<file path="config.mk">
export PLATFORM = sky130hd
export DESIGN_NAME = regfile_wr_arbiter
export DESIGN_NICKNAME = d
export VERILOG_FILES = /design/src/rtl/regfile_wr_arbiter.sv
export SDC_FILE = /design/constraint.sdc
export NUM_CORES = 1
export LEC_CHECK = 0
export CAP_MARGIN = 25
export CORE_MARGIN = 2
export CORE_UTILIZATION = 40
export CTS_CLUSTER_SIZE = 8
export DETAILED_ROUTE_END_ITERATION = 6
export PLACE_DENSITY = 0.79
export SETUP_SLACK_MARGIN = 0.1
export SYNTH_ARGS = -nofsm -noshare
export SYNTH_HDL_FRONTEND = slang
export SYNTH_SLANG_ARGS = --single-unit
</file>
<file path="constraint.sdc">
create_clock -name clk -period 7.9 [get_ports clk]
set_input_delay 1.58 -clock clk [delete_from_list [all_inputs] [get_ports clk]]
set_output_delay 1.58 -clock clk [all_outputs]
set_load 0.01 [all_outputs]
</file>
<file path="src/rtl/regfile_wr_arbiter.sv">
// regfile_wr_arbiter: shares the register-file write port between pipeline writeback and a 2-deep multi-cycle write queue
module regfile_wr_arbiter #(
  parameter int A_WIDTH = 5,
  parameter int D_WIDTH = 32,
  parameter int STARVE_MAX = 4
) (
  input  logic                  clk,
  input  logic                  rst,
  input  logic                  pipe_we,
  input  logic [A_WIDTH-1:0]    pipe_rd,
  input  logic [D_WIDTH-1:0]    pipe_wd,
  input  logic                  mc_valid,
  output logic                  mc_ready,
  input  logic [A_WIDTH-1:0]    mc_rd,
  input  logic [D_WIDTH-1:0]    mc_wd,
  output logic                  we3,
  output logic [A_WIDTH-1:0]    a3,
  output logic [D_WIDTH-1:0]    wd3,
  output logic                  pipe_stall,
  output logic [2**A_WIDTH-1:0] pending_mask
);
  localparam int SW = $clog2(STARVE_MAX + 1);
  logic [A_WIDTH-1:0] r_rd [2];
  logic [D_WIDTH-1:0] r_wd [2];
  logic               r_wp, r_rp;
  logic [1:0]         r_cnt;
  logic [SW-1:0]      r_starve;
  logic               w_pipe_act, w_force, w_fifo_gnt, w_pipe_gnt, w_enq;
  assign w_pipe_act = pipe_we & (pipe_rd != '0);
  assign w_force    = (r_cnt != 2'd0) & (r_starve == SW'(STARVE_MAX));
  assign w_fifo_gnt = ~rst & (r_cnt != 2'd0) & (w_force | ~w_pipe_act);
  assign w_pipe_gnt = ~rst & w_pipe_act & ~w_force;
  assign mc_ready   = (r_cnt != 2'd2) & ~rst;
  assign w_enq      = mc_valid & mc_ready & (mc_rd != '0);
  assign we3        = w_fifo_gnt | w_pipe_gnt;
  assign a3         = w_fifo_gnt ? r_rd[r_rp] : w_pipe_gnt ? pipe_rd : '0;
  assign wd3        = w_fifo_gnt ? r_wd[r_rp] : w_pipe_gnt ? pipe_wd : '0;
  assign pipe_stall = ~rst & w_force & w_pipe_act;
  // queue pointers, occupancy and starvation counter; an entry stays queued through its own write cycle
  always_ff @(posedge clk) begin
    if (rst) begin
      r_wp     <= 1'b0;
      r_rp     <= 1'b0;
      r_cnt    <= 2'd0;
      r_starve <= '0;
    end else begin
      if (w_enq) begin
        r_rd[r_wp] <= mc_rd;
        r_wd[r_wp] <= mc_wd;
        r_wp       <= ~r_wp;
      end
      if (w_fifo_gnt) r_rp <= ~r_rp;
      r_cnt <= r_cnt + {1'b0, w_enq} - {1'b0, w_fifo_gnt};
      if (r_cnt == 2'd0 || w_fifo_gnt) r_starve <= '0;
      else if (r_starve != SW'(STARVE_MAX)) r_starve <= r_starve + SW'(1);
    end
  end
  // decode destination registers of all valid queue entries for the hazard unit
  always_comb begin
    pending_mask = '0;
    for (int i = 0; i < 2; i++)
      if (!rst && (r_cnt == 2'd2 || (r_cnt == 2'd1 && r_rp == i[0]))) pending_mask[r_rd[i]] = 1'b1;
  end
endmodule

</file>
* After elaboration in Yosys (flattened, before gate mapping)
Memory sizes are Yosys's and may differ from the RTL's. A register that Yosys moved wholly into a read port is not among the register bits.
Index checks and enable logic that the tools add are counted.
** Cells by class
- Add/sub/neg operators :: 3
- $lt $le $gt $ge :: 4
- Reduce and logical (&&, ||, !) cells :: 15
- Equal/unequal tests :: 5
- Multiplexer cells :: 17
- Bitwise logic cells :: 19
** Operator list (count)
- 2-to-1 mux 32 bit :: 4
- bitwise OR 32 bit :: 1
- < comparator 5 x 6 -> 1 bit, second input constant :: 2
- bitwise AND 1 bit :: 11
- demux 1 bit (select 5 bit) :: 2
- greater-or-equal comparator 5 x 1 -> 1 bit, second input constant :: 2
- 2-to-1 mux 5 bit :: 2
- nonzero test 5 bit :: 2
- 2-to-1 mux 1 bit :: 9
- logical AND 1 bit :: 6
- inverter 1 bit :: 5
- adder 3 x 1 -> 3 bit, second input constant :: 1
- equality test 3 bit, second input constant :: 1
- logical OR 1 bit :: 3
- inequality test 3 bit, second input constant :: 1
- adder 2 x 1 -> 2 bit :: 1
- equality test 2 x 1 -> 1 bit, second input constant :: 1
- equality test 2 bit, second input constant :: 1
- zero test 2 bit :: 1
- inequality test 2 bit, second input constant :: 1
- bitwise OR 1 bit :: 2
- nonzero test 2 bit :: 1
- OR reduction 2 bit :: 1
- subtractor 2 x 1 -> 2 bit :: 1
- zero test 1 bit :: 1
** Word-level totals
- Memories :: 2
- Flip-flop bits (word level) :: 7
- Memory bits (writable) :: 74
** Memories
- r_wd :: words 2, width 32, rd ports 1, clocked after Yosys merged registers in 1, wr ports 1, RTL line 24 : logic [D_WIDTH-1:0] r_wd [2];
- r_rd :: words 2, width 5, rd ports 3, clocked after Yosys merged registers in 1, wr ports 1, RTL line 23 : logic [A_WIDTH-1:0] r_rd [2];

* Logic depth before layout (Yosys ltp)
Gate-level depths: netlist of run 1.
- Word-level depth :: 7
- Depth in mapped cells :: 12
- Depth with buffers taken out :: 10

* Least setup slack after synthesis of run 1
OpenSTA, ideal clock, no wires.
- Path kind :: input to output
- From :: input port pipe_rd[1]
- To :: output port a3[0]
- Cell stages on the path :: 5
- Arrival time :: 2.983 ns
- Slack :: 3.337 ns
- Path through :: or4_4 o211a_1 buf_6 buf_2 o31ai_1
** On the way
- Longest elaborated chain between the ends :: 6
- Elaborated cells on any way between the ends :: 9
** Ends and longest elaborated chain
- start, declared :: RTL line 10 : input logic [A_WIDTH-1:0] pipe_rd,
- nonzero test 5 bit (*) :: RTL line 29 : assign w_pipe_act = pipe_we & (pipe_rd != '0);
- bitwise AND 1 bit (*) :: RTL line 29
- bitwise AND 1 bit / inverter 1 bit (equally long branches) :: RTL line 32, 31
- bitwise AND 1 bit / bitwise OR 1 bit (equally long branches) :: RTL line 32, 31
- 2-to-1 mux 5 bit / bitwise AND 1 bit (equally long branches) :: RTL line 36, 31
- 2-to-1 mux 5 bit (*) :: RTL line 36 : assign a3 = w_fifo_gnt ? r_rd[r_rp] : w_pipe_gnt ? pipe_rd : '0;
- end, declared :: RTL line 17 : output logic [A_WIDTH-1:0] a3,
Mark *: on every way between the ends. The rest lies on a longest branch, timed or not.

* Worst setup path after layout of run 1
- From :: input port pipe_rd[1]
- To :: output port wd3[27]
** On the way
- Longest elaborated chain between the ends :: 6
- Elaborated cells on any way between the ends :: 9
** Ends and longest elaborated chain
- nonzero test 5 bit (*) :: RTL line 29
- bitwise AND 1 bit (*) :: RTL line 29
- bitwise AND 1 bit / inverter 1 bit (equally long branches) :: RTL line 32, 31
- bitwise AND 1 bit / bitwise OR 1 bit (equally long branches) :: RTL line 32, 31
- 2-to-1 mux 32 bit / bitwise AND 1 bit (equally long branches) :: RTL line 37, 31
- 2-to-1 mux 32 bit (*) :: RTL line 37 : assign wd3 = w_fifo_gnt ? r_wd[r_rp] : w_pipe_gnt ? pipe_wd : '0;
- end, declared :: RTL line 18 : output logic [D_WIDTH-1:0] wd3,
Marks and branches as above.

==> results of run 1 <==
==> metrics by stage <==
| step | cells | total power (W) |
|---|---|---|
| after floorplan | 350 | 0.000647 |
| after global routing | 629 | 0.00113 |
| after detailed placement | 613 | 0.000766 |
| after CTS | 629 | 0.00109 |
| after global placement | 610 | 0.000753 |
| final | 629 | 0.00108 |
==> layout make-up <==
cell class                 count  area (sq um)
clock inverter                 6          90.1
multi-input combinational    223          1690
tap                          136           170
inverter                      18          67.6
sequential                    82          2380
clock buffer                  10           128
timing repair buffer         154          1570
fill                         835          4230
==> layer usage <==
layer | share of wire, % | track usage, % | routed length [um]
met3 | 7.2 | 4.98 | 747
met5 | 0 | 0 | 0
met2 | 49 | 32.0 | 5140
met1 | 42 | 21.5 | 4360
met4 | 1.8 | 6.77 | 190
==> how the worst min path moves through the flow <==
stage / start / endpoint / slack, ps / cells past startpoint
finish: r_starve[0] / r_starve[0] / 440 / 1
floorplan: r_starve[0] / r_starve[0] / 420 / 1
CTS: r_starve[0] / r_starve[0] / 450 / 1
global route: r_starve[0] / r_starve[0] / 470 / 1
global placement: r_starve[0] / r_starve[0] / 430 / 1
detailed placement: r_starve[0] / r_starve[0] / 440 / 1
==> critical path, stage by stage <==
cell	delay (ps)
clkdlybuf4s50_1	420
or4_4	550
o211a_2	260
buf_4	320
o31ai_1	360
clkdlybuf4s50_1	590
==> logic make-up (layout without fill, tap and decap cells) <==
logic type      after synthesis  count (layout)  synth area share (%)
buf+inv                      45             188                  4.37
simple gates                 98              98                  15.3
xor+xnor                      3               3                 0.620
flops                        82              82                  56.2
fa+ha+maj                     4               4                  1.18
mux                          38              38                  9.03
compound gates               80              80                  13.3
==> placed cells by master, fill, tap and decap left out, drive strengths merged, types with 4 or more instances in the layout <==
master / instances
dfxtp: 8
inv: 19
o31ai: 35
nand2b: 4
or3b: 6
clkdlybuf4s50: 149
a21oi: 4
edfxtp: 74
buf: 5
nand3: 6
nor2: 14
mux2i: 36
o21ai: 6
a22o: 8
nand3b: 45
ha: 4
clkbuf: 10
nand2: 6
o22ai: 23
==> registers in the layout, indices dropped and copies added (netlist names), named ones only <==
register	count
r_wp	1
r_rd	10
r_rp	1
r_cnt	2
r_wd	64
r_starve	3
==> synth_stat cells <==
master and instances:
nor3_1 2, or4_1 1, nand2b_1 4, nor2b_1 3, dfxtp_1 8, clkbuf_1 19, ha_1 4, or4_4 1
a22o_1 8, or3_1 3, xor2_1 1, a21oi_1 3, inv_1 18, nor4b_1 1, mux2_2 2, a21oi_2 1
edfxtp_1 74, nand2_1 6, o211ai_1 3, nor4_2 1, o21ai_0 6, or2_2 2, o31ai_1 35, nand3b_1 45
buf_2 7, o211a_1 1, o22ai_1 23, nor3b_2 1, mux2i_1 36, xnor2_1 2, or4b_2 1, and2_1 1
buf_6 1, or3b_2 6, nor2_1 14, nand3_1 6
==> power groups by stage <==
stage               clock, W  combinational, W  sequential (W)
finish              0.000328          0.000229        0.000524
global route        0.000357          0.000248        0.000528
CTS                 0.000337          0.000232        0.000525
detailed placement         0          0.000231        0.000534
global placement           0          0.000215        0.000539
floorplan                  0          0.000123        0.000524
==> impl_metrics.ini, run 1 <==
[outcome]
status = completed

[logic_synthesis]
yosysSeqAreaShare_pct = 56.2
synth_top_cell_by_area = edfxtp_1
syn-num-nets = 432
yosysWarnings = 0
synth_seq_cells = 82
synth_top_area_share_pct = 52.4
synth.area.top_cells = edfxtp_1 52%, mux2i_1 8.5%, nand3b_1 8.0%
syn_inst = 350
synth_area_sq_um = 4240
avgSynthCellArea_sq_um = 12.1
synthDistinctLibCells = 36

[sta]
layout_setup_ws_ps = 2180
setup_viol = 0
period_share_pct = 72.4
maxSlewViolCount = 0
fin_skew_ps = 6.81
rsz0062_at_grt = no
tightest_slew_ps = 792
hold_violations = 0
relSlewSlack_pct = 46.8
setup_tns_ps = 0
clock.fmax_ghz = 0.175
hold_ws_ps = 444
finalCriticalPeriod_ps = 5720

[worst_setup_path]
critPathMaxFanout = 73
crit_path_end = wd3[27]
worstSetupPathType = input pin to primary output
rr_startpoint = r_starve[0]
cp-end-kind = primary output
start_kind = input pin
reg2reg_slack_ps = 5370
rr_worst_depth = 10
r2r_end = r_cnt[0]
worstPathArrival_ps = 4140
required_ps = 6320
worstSetupStartpoint = pipe_rd[1]

[grt]
grt_pass1_wl_um = 16300
overflow = 0
gr-usage-all-layers_pct = 18.3
grt_antenna_before_repair = 0
grt_max_degree = 74
grt_pass1_vias = 3315

[cts]
root_buffer = clkbuf_8
ctsResizeCount = 0
cts_tree = built
cts_sinks = 82
insertion_delay_ps = 350
post_cts.repair.setup_buffers = 0
clockBufferDepth = 2
ctsHtreeMaxLevel = 3
postCtsHoldBufs = 0
clk_pin_slew_ps = 80
cts_buffers = 9

[pwr]
power.switching_w = 0.000279
comb_power_share_pct = 21.2
ir_drop_mv = 0.119
p_leak_nw = 1.98
pwr-share-clk_pct = 30.3
p_per_area_nw_per_um2 = 178
internal_power_w = 0.000803
swShare_pct = 25.7
p_seq_share_pct = 48.5

[route]
vias = 3418
ant_nets = 0
drt-pass1-iter-count = 4
wl_per_cell_um = 16.6
avgViaCountPerCell = 5.43
drc = 0
drtIter0Drc = 164
wirelength_um = 10400

[floorplan]
die_h_um = 107
fp.dieArea_sq_um = 11400
fp.dieW_um = 107
std_cell_rows = 37
coreArea_sq_um = 10300
io_pins = 150
initial_utilization_pct = 41.1

[cells_and_area]
final_net_count = 570
syn_to_final_growth_pct = 43.7
postLayoutCoreUtil_pct = 59.0
antenna-diode-count = 0
drive_gt1_share_pct = 7.91
final_cell_area_sq_um = 6090

[min_path]
min_path_type = register to register

[job]
max_cap_viol_count = 0

[placed_design]
dpl_cell_area_sq_um = 5870
pre_cts_ws_ps = 2210
dpl.hpwl_um = 7590
place.gp.congestion = 0.832
port_buffers = 149
Power figures use the tool's default switching activity.
==> inputs of run 2 (changes only) <==
--- a/config.mk
+++ b/config.mk
@@ -10,7 +10,7 @@
 export CORE_UTILIZATION = 40
 export CTS_CLUSTER_SIZE = 8
 export DETAILED_ROUTE_END_ITERATION = 6
-export PLACE_DENSITY = 0.79
+export PLACE_DENSITY = 0.82
 export SETUP_SLACK_MARGIN = 0.1
 export SYNTH_ARGS = -nofsm -noshare
 export SYNTH_HDL_FRONTEND = slang
==> constraint.sdc (replaced) <==
create_clock -name clk -period 4.6 [get_ports clk]
set_input_delay 0.92 -clock clk [delete_from_list [all_inputs] [get_ports clk]]
set_output_delay 0.92 -clock clk [all_outputs]
set_load 0.01 [all_outputs]
==> run 2 against run 1 <==
Effect of this change: power is 70% higher; clock skew rose by 5.3 ps; largest cell class unchanged; routed wire length increased by 1.3%; register-to-register slack worse by 3000 ps.
==> impl_metrics.ini, run 2 (synthesized netlist as in run 1, its figures left out) <==
[cells_and_area]
layout_commonest_cell = clkdlybuf4s50_1
final_cell_area_sq_um = 6090
fillers = 847
syn_to_final_growth_pct = 43.7
antenna-diode-count = 0
drive_gt1_share_pct = 7.91
final_net_count = 571
biggestRegsByFlops = r_wd x64, r_rd x10, r_starve x3
final_cell_mix = 149 x clkdlybuf4s50_1, 74 x edfxtp_1, 45 x nand3b_1
largest_reg_flops = 64
top_register = r_wd
final_cells = 629

[worst_setup_path]
crit_path_end = wd3[16]
worstSetupStartpoint = pipe_rd[1]
crit_path_max_incr_delay_ps = 600
path_cells = clkdlybuf4s50_1, or4_4, o211a_2, buf_12, o31ai_1, clkdlybuf4s50_1
required_ps = 3680
reg2reg_slack_ps = 2360
rr_startpoint = r_starve[0]
worstPathArrival_ps = 3370
cpMaxStageDelayCell = clkdlybuf4s50_1
critPathMaxFanout = 73
cp-end-kind = primary output
start_kind = input pin
rr_worst_depth = 11
r2r_end = r_cnt[1]
crit_top_cell = clkdlybuf4s50_1
worstSetupPathType = input pin to primary output

[sta]
maxSlewViolCount = 0
setup_viol = 0
setup_tns_ps = 0
rsz0062_at_grt = no
tightest_slew_ps = 884
hold_ws_ps = 456
clock.fmax_ghz = 0.233
finalCriticalPeriod_ps = 4290
relSlewSlack_pct = 40.6
period_share_pct = 93.2
hold_violations = 0
fin_skew_ps = 12.1

[floorplan]
io_pins = 150
fp.dieW_um = 107
die_h_um = 107
fp.dieArea_sq_um = 11400
coreArea_sq_um = 10300
std_cell_rows = 37
initial_utilization_pct = 41.1

[grt]
grt_pass1_wl_um = 16400
grt_max_degree = 74
grt_antenna_before_repair = 0
gr-usage-all-layers_pct = 18.3
overflow = 0
grt_pass1_vias = 3348

[pwr]
p_leak_nw = 1.98
comb_power_share_pct = 21.6
internal_power_w = 0.00137
pwr-share-clk_pct = 29.5
p_per_area_nw_per_um2 = 302
power.switching_w = 0.000462
ir_drop_mv = 0.188
p_seq_share_pct = 48.9
swShare_pct = 25.2

[cts]
post_cts.repair.setup_buffers = 0
cts_tree = built
cts_sinks = 82
ctsHtreeMaxLevel = 3
insertion_delay_ps = 340
clockBufferDepth = 2
cts_buffers = 9
root_buffer = clkbuf_8
ctsResizeCount = 0
clk_pin_slew_ps = 80
postCtsHoldBufs = 0

[job]
max_cap_viol_count = 0

[route]
wl_met2_um = 5410
wirelength_um = 10600
avgViaCountPerCell = 5.41
vias = 3405
drtIter0Drc = 210
wl_met1_um = 4270
top_layer = met4
drc = 0
wl_per_cell_um = 16.8
wl_met3_um = 732
ant_nets = 0
drt-pass1-iter-count = 4

[min_path]
min_path_cells = 1
min_path_type = register to register

[placed_design]
dpl_cell_area_sq_um = 5880
dpl.hpwl_um = 7540
port_buffers = 149
dpl.cell_count = 614
place.gp.congestion = 0.855

[outcome]
status = completed
==> run 2: per-layer routing <==
layer,vias up,global-route usage (%)
met4,0,6.40
met1,1600,21.2
met5,-,0
li1,1639,-
met2,155,33.2
met3,11,4.13
==> run 2: final cells by class <==
cell class	count	area, sq um	share of cell area (%)
sequential	82	2380	39.1
multi-input combinational	223	1690	27.7
timing repair buffer	155	1570	25.8
tap	136	170	2.79
clock buffer	10	128	2.10
clock inverter	5	80.1	1.31
inverter	18	67.6	1.11
==> run 2: worst max-delay path, delay by kind of cell <==
kind,cells,cell delay (ps)
compound gates,2,610
simple gates,1,560
buf+inv,3,1250
==> run 2: power groups by stage <==
stage / clock network, W / logic [W] / registers, W
6_report: 0.000542 / 0.000396 / 0.000899
5_1_grt: 0.000587 / 0.000430 / 0.000905
4_1_cts: 0.000556 / 0.000401 / 0.000899
3_5_place_dp: 0 / 0.000399 / 0.000916
3_3_place_gp: 0 / 0.000380 / 0.000914
2_1_floorplan: 0 / 0.000211 / 0.000900
==> run 2: per-stage QoR <==
| step | total power, W | utilization [%] | setup slack [ps] |
|---|---|---|---|
| floorplan | 0.00111 | - | 1210 |
| global placement | 0.00129 | 56.6 | 430 |
| detailed placement | 0.00131 | 57.0 | 360 |
| CTS | 0.00186 | 59.0 | 329 |
| global route | 0.00192 | 59.0 | 268 |
| finish | 0.00184 | 59.0 | 313 |
==> run 2: worst min-delay path by stage <==
stage | to | slack [ps] | start
floorplan | r_starve[0] | 420 | r_starve[0]
global placement | r_starve[0] | 430 | r_starve[0]
detailed placement | r_starve[0] | 450 | r_starve[0]
CTS | r_starve[0] | 460 | r_starve[0]
global route | r_starve[0] | 470 | r_starve[0]
finish | r_starve[0] | 460 | r_starve[0]
==> inputs of run 3 (changes only) <==
--- a/config.mk
+++ b/config.mk
@@ -10,7 +10,8 @@
 export CORE_UTILIZATION = 40
 export CTS_CLUSTER_SIZE = 8
 export DETAILED_ROUTE_END_ITERATION = 6
-export PLACE_DENSITY = 0.82
+export HOLD_SLACK_MARGIN = 0.05
+export PLACE_DENSITY = 0.75
 export SETUP_SLACK_MARGIN = 0.1
 export SYNTH_ARGS = -nofsm -noshare
 export SYNTH_HDL_FRONTEND = slang
==> run 3 against run 2 <==
Effect of this change: critical endpoint is now wd3[0]; sequential power up 0.4%; utilization decreased by 0.073 points; maximum frequency grew 2.1%; clock skew fell by 5.5 ps; cell count is 0.16% higher; global-route usage fell by 0.066 points; count of clock-buffer cells in the layout is 1 lower; critical path type unchanged; clock power fell by 3.9%; routed wire length is essentially flat; worst setup slack gained 88 ps; power fell by 1.0%.
==> impl_metrics.ini, run 3 (synthesized netlist as in run 1, its figures left out) <==
[sta]
clock.fmax_ghz = 0.238
setup_tns_ps = 0
setup_viol = 0
finalCriticalPeriod_ps = 4200
relSlewSlack_pct = 49.7
fin_skew_ps = 6.54
hold_ws_ps = 449
tightest_slew_ps = 754
hold_violations = 0
period_share_pct = 91.3
rsz0062_at_grt = no
maxSlewViolCount = 0

[grt]
grt_antenna_before_repair = 0
grt_max_degree = 74
overflow = 0
grt_pass1_vias = 3275
grt_pass1_wl_um = 16100
gr-usage-all-layers_pct = 18.2

[cells_and_area]
biggestRegsByFlops = r_wd x64, r_rd x10, r_starve x3
drive_gt1_share_pct = 8.10
fillers = 839
layout_commonest_cell = clkdlybuf4s50_1
final_cell_mix = 149 x clkdlybuf4s50_1, 74 x edfxtp_1, 45 x nand3b_1
antenna-diode-count = 0
final_net_count = 571
top_register = r_wd
syn_to_final_growth_pct = 43.5
largest_reg_flops = 64

[cts]
cts_tree = built
clockBufferDepth = 2
insertion_delay_ps = 350
post_cts.repair.setup_buffers = 0
clk_pin_slew_ps = 80
postCtsHoldBufs = 0
cts_buffers = 9
root_buffer = clkbuf_8
cts_sinks = 82
ctsResizeCount = 0
ctsHtreeMaxLevel = 3

[route]
drt-pass1-iter-count = 4
top_layer = met4
wirelength_um = 10600
wl_met2_um = 5180
wl_per_cell_um = 16.8
ant_nets = 0
drtIter0Drc = 177
avgViaCountPerCell = 5.42
wl_met1_um = 4360
drc = 0
wl_met3_um = 885
vias = 3413

[worst_setup_path]
worstPathArrival_ps = 3280
crit_top_cell = clkdlybuf4s50_1
critPathMaxFanout = 73
crit_path_max_incr_delay_ps = 620
start_kind = input pin
cpMaxStageDelayCell = clkdlybuf4s50_1
cp_top_family = buffers and inverters
worstSetupPathType = input pin to primary output
cp-end-kind = primary output
required_ps = 3680
worst-path-buf-inv = 3
path_cells = clkdlybuf4s50_1, or4_4, o211a_2, buf_12, o31ai_1, clkdlybuf4s50_1

[floorplan]
coreArea_sq_um = 10300
initial_utilization_pct = 41.1
fp.dieArea_sq_um = 11400
fp.dieW_um = 107
io_pins = 150
std_cell_rows = 37
die_h_um = 107

[pwr]
p_per_area_nw_per_um2 = 299
ir_drop_mv = 0.245
p_leak_nw = 1.98
fin_total_pwr_w = 0.00182

[placed_design]
port_buffers = 149
dpl.hpwl_um = 7660
place.gp.congestion = 0.865

[job]
max_cap_viol_count = 0

[outcome]
status = completed

[min_path]
min_path_type = register to register
==> run 3: cell count changes in the layout (fill, tap and decap cells not counted) <==
| cell | delta |
|---|---|
| clkinv_4 | +2 |
| bufinv_16 | -1 |
| clkinvlp_4 | -1 |
| clkbuf_1 | -1 |
| clkinv_2 | -1 |
| inv_6 | +2 |
| clkinv_1 | +1 |
==> run 3: worst paths after layout <==
check | from | slack (ps) | cells past startpoint | endpoint
worst min register to register | r_starve[0] | 450 | 1 | r_starve[0]
worst min-delay path | r_starve[0] | 450 | 1 | r_starve[0]
worst max register to register | r_cnt[0] | 2310 | 5 | r_wd[0][11]
worst max-delay path | pipe_rd[1] | 400 | 6 | wd3[0]
==> run 3: layout make-up <==
| type | count | area [sq um] | share of cell area, % |
|---|---|---|---|
| sequential | 82 | 2380 | 39.2 |
| multi-input combinational | 223 | 1690 | 27.7 |
| timing repair buffer | 155 | 1570 | 25.9 |
| tap | 136 | 170 | 2.80 |
| clock buffer | 9 | 124 | 2.04 |
| clock inverter | 7 | 76.3 | 1.25 |
| inverter | 18 | 67.6 | 1.11 |
==> run 3: report_power, final <==
group,switching [W],internal [W]
clock network,0.000267,0.000255
registers,0.0000372,0.000866
logic,0.000187,0.000206
total,0.000491,0.00133
==> run 3: layer usage <==
| layer | GRT usage [%] | vias to the layer above |
|---|---|---|
| li1 | - | 1633 |
| met1 | 21.0 | 1611 |
| met2 | 32.3 | 159 |
| met3 | 5.41 | 10 |
| met4 | 6.03 | 0 |
| met5 | 0 | - |
==> run 3: through the flow <==
| step | utilization (%) | cell area [sq um] | worst slack [ps] | std cells |
|---|---|---|---|---|
| finish | 58.9 | 6080 | 401 | 630 |
| global route | 58.9 | 6080 | 281 | 630 |
| CTS | 58.9 | 6080 | 384 | 630 |
| detailed placement | 57.0 | 5880 | 394 | 614 |
| global placement | 57.0 | 5880 | 418 | 614 |
| floorplan | - | 4240 | 1210 | 350 |
